**config.mk**
```make
export PLATFORM = sky130hd
export DESIGN_NAME = sc_reg_general
export DESIGN_NICKNAME = d
export VERILOG_FILES = /design/src/rtl/sc_reg_general.sv
export SDC_FILE = /design/constraint.sdc
export NUM_CORES = 1
export LEC_CHECK = 0
export CAP_MARGIN = 20
export CORE_MARGIN = 1
export CORE_UTILIZATION = 48
export DETAILED_ROUTE_END_ITERATION = 10
export HOLD_SLACK_MARGIN = 0.02
export PLACE_DENSITY = 0.85
export SLEW_MARGIN = 20
export SYNTH_ARGS = -nofsm -noshare
export SYNTH_HDL_FRONTEND = slang
export SYNTH_SLANG_ARGS = --single-unit
```
**constraint.sdc**
```tcl
create_clock -name SC_RegGENERAL_CLOCK_50 -period 3.55 [get_ports SC_RegGENERAL_CLOCK_50]
set_input_delay 0.71 -clock SC_RegGENERAL_CLOCK_50 [delete_from_list [all_inputs] [get_ports SC_RegGENERAL_CLOCK_50]]
set_output_delay 0.71 -clock SC_RegGENERAL_CLOCK_50 [all_outputs]
set_load 0.03 [all_outputs]
```
**src/rtl/sc_reg_general.sv**
```systemverilog
// sc_reg_general: writable register with parallel load, serial shift, sticky written flag and saturating load count
module sc_reg_general #(
    parameter int                       DATAWIDTH_BUS    = 32,
    parameter logic [DATAWIDTH_BUS-1:0] DATA_REGGEN_INIT = '0
) (
    input  logic                     SC_RegGENERAL_CLOCK_50,
    input  logic                     SC_RegGENERAL_RESET_InLow,
    input  logic [DATAWIDTH_BUS-1:0] SC_RegGENERAL_data_InBUS,
    input  logic [1:0]               SC_RegGENERAL_mode_In,
    input  logic                     SC_RegGENERAL_serial_In,
    output logic [DATAWIDTH_BUS-1:0] SC_RegGENERAL_data_OutBUS,
    output logic                     SC_RegGENERAL_written_Out,
    output logic [7:0]               SC_RegGENERAL_loadcount_Out
);
    localparam logic [1:0] MODE_LOAD = 2'b01;
    localparam logic [1:0] MODE_SHL  = 2'b10;
    localparam logic [1:0] MODE_SHR  = 2'b11;

    logic [DATAWIDTH_BUS-1:0] r, r_next;
    logic                     w, w_next;
    logic [7:0]               c, c_next;

    // next state: load replaces the word, shifts pull the serial bit in at the vacated end
    always_comb begin
        r_next = SC_RegGENERAL_mode_In == MODE_LOAD ? SC_RegGENERAL_data_InBUS :
                 SC_RegGENERAL_mode_In == MODE_SHL  ? {r[DATAWIDTH_BUS-2:0], SC_RegGENERAL_serial_In} :
                 SC_RegGENERAL_mode_In == MODE_SHR  ? {SC_RegGENERAL_serial_In, r[DATAWIDTH_BUS-1:1]} : r;
        w_next = w | (SC_RegGENERAL_mode_In == MODE_LOAD);
        c_next = (SC_RegGENERAL_mode_In == MODE_LOAD && c != 8'hFF) ? c + 8'd1 : c;
    end

    // state updates on the falling edge; reset is sampled there and wins over any mode
    always_ff @(negedge SC_RegGENERAL_CLOCK_50) begin
        if (!SC_RegGENERAL_RESET_InLow) begin
            r <= DATA_REGGEN_INIT;
            w <= 1'b0;
            c <= 8'd0;
        end else begin
            r <= r_next;
            w <= w_next;
            c <= c_next;
        end
    end

    assign SC_RegGENERAL_data_OutBUS   = r;
    assign SC_RegGENERAL_written_Out   = w;
    assign SC_RegGENERAL_loadcount_Out = c;
endmodule

```
==> metrics.cfg <==
[outcome]
status=finished, final reports clean

[synthesis]
synth-main-ff-cell=dfxtp_1
syn_nets=196
synth.avg_cell_area_um2=13.5
ys_ff_latch=41
seq_area_frac_synth=0.384
ys_async_sr_fraction=0
synth_edf_count=0
syn_area_um2=2140
synthCells=158
ys_warn_count=0
ys_types=27

[drt]
viasPerCell=5.32
route.detailed.drc=0
ant_nets=0
drt-pass1-iter-count=6
wirelength_um=5440
routedWlPerCell_um=15.3
dr_total_vias=1888
drt_iter0_markers=95

[clock_tree]
postCtsHoldBufs=0
h-tree-depth=2
cts.sink_count=41
clk_latency_ps=370
clock-root-buffer=clkbuf_8
numCtsBuffers=5
cts.clk_slew.worst_paths_ps=40
cts_buffer_depth=2
cts_tree=done

[worst_setup_path]
setup.worst_path.end_class=output pin
crit_path_max_fanout=4
worstSetupPathType=reg -> out
crit_arrival_ps=2800
slowest_delay_ps=360
crit_slowest_cell=dfxtp_1
critPathLaunchType=register
ff2ff_setup_slack_ps=2100
path_buf_inv=1
worstPathRequired_ps=2840
path_cells=clkdlybuf4s15_2
path_delay_family=flip-flops

[global_route]
overflow=0
grt_pass1_vias=1946
grt_usage=0.253
grt_max_degree=19
use_met3=0.117
grt_pass1_wl_um=8490
grt_use_met2=0.397
grt.busiest_layer=met2
use_met1=0.308
antenna_found_initial=0

[layout]
utilization=0.791
n_antenna_cell=0
final_cell_mix=47 x inv_1, 44 x buf_4, 41 x dfxtp_1
nNetsFinal=342
fin_cells=355
syn_to_final_growth_pct=53.2
mostFrequentLayoutCell=inv_1
drive_gt1_frac=0.361
fin_area_um2=3280

[timing]
finalSetupViolations=0
worst_slack_ps=38.7
whs_ps=447
final.setup_skew_ps=17.9
rsz0062_at_grt=false
maxSlewViolCount=0
fin_setup_tns_ps=0
slew_headroom=0.809
final_hold_viol_count=0
tightestPinTransition_ps=286

[floorplanning]
die_h_um=68.8
start_util=0.516
dieArea_um2=4730
io_pins=78
die_x_um=68.8
core_um2=4140
rows=23

[power]
power_density_nw_per_um2=378
leakage_nw=1.58
vdd.ir_drop.worst_uv=195
fin_total_pwr_mw=1.24

[flow_run]
max_cap_viol_count=0

[min_path]
hp-class=reg -> reg

[place]
dp_hpwl_um=3940
placed_area_um2=3120
place_inst=307
dp_slack_ps=-126
gp_congestion=0.791
io_buffers=77

==> worst paths after layout <==
check	start	to	cells past startpoint
worst max-delay path	SC_RegGENERAL_data_OutBUS[13]	SC_RegGENERAL_data_OutBUS[13]	1
worst min-delay path	SC_RegGENERAL_written_Out	SC_RegGENERAL_written_Out	2
worst max register to register	SC_RegGENERAL_loadcount_Out[1]	SC_RegGENERAL_loadcount_Out[1]	5
worst min register to register	SC_RegGENERAL_written_Out	SC_RegGENERAL_written_Out	2
==> kinds of logic (layout without fill, tap and decap cells) <==
| family | count (synthesis) | in the layout | share of synthesized area |
|---|---|---|---|
| mux | 35 | 35 | 0.361 |
| buf+inv | 17 | 164 | 0.0608 |
| fa+ha+maj | 1 | 1 | 0.00585 |
| flops | 41 | 41 | 0.384 |
| simple gates | 53 | 53 | 0.158 |
| compound gates | 11 | 11 | 0.0304 |
==> per-layer routing <==
metal  share of wire  routed length (µm)  up-vias
met5               0                   0        -
li1                -                   -      895
met4          0.0059                  32        0
met3           0.083                 450        5
met1            0.44                2390      912
met2            0.47                2580       76
==> power breakdown <==
group / leakage [nW] / internal, mW / switching (mW)
registers: 0.335 / 0.487 / 0.0171
logic: 0.972 / 0.150 / 0.112
clock network: 0.270 / 0.192 / 0.281
total: 1.58 / 0.829 / 0.410
==> layout make-up <==
class                   instances  area, µm²
repair buffers                112        961
multi-input cells             100       1190
fillers                       286        866
clock buffers                   5       68.8
inverters                       3       11.3
well taps                      50       62.6
flip-flops and latches         41        821
clock inverters                44        165
==> synthesized netlist by cell type, drive strengths merged, types with 2 or more instances <==
library cell / instances / area [µm²]
nand2b: 2 / 12.5
o21ai: 3 / 15.0
mux2i: 3 / 30.0
nor3: 2 / 10.0
a31oi: 3 / 18.8
a21oi: 3 / 15.0
and2: 32 / 200
nand2: 7 / 26.3
mux4: 32 / 743
and3b: 2 / 17.5
dfxtp: 41 / 821
buf: 8 / 96.3
clkbuf: 5 / 18.8
and4: 2 / 17.5
inv: 4 / 15.0
==> state kept, by name (all words and copies together) (netlist names) <==
signal,count
SC_RegGENERAL_data_OutBUS,32
SC_RegGENERAL_loadcount_Out,8
SC_RegGENERAL_written_Out,1
==> what timing repair did <==
action / 4_1_cts / 5_1_grt
resized for setup: 76 / 19
setup buffers: 0 / 0
endpoints found under the setup margin: 29 / 16
pin swaps: 0 / 0
No activity file was read; power rests on OpenSTA's default activity.
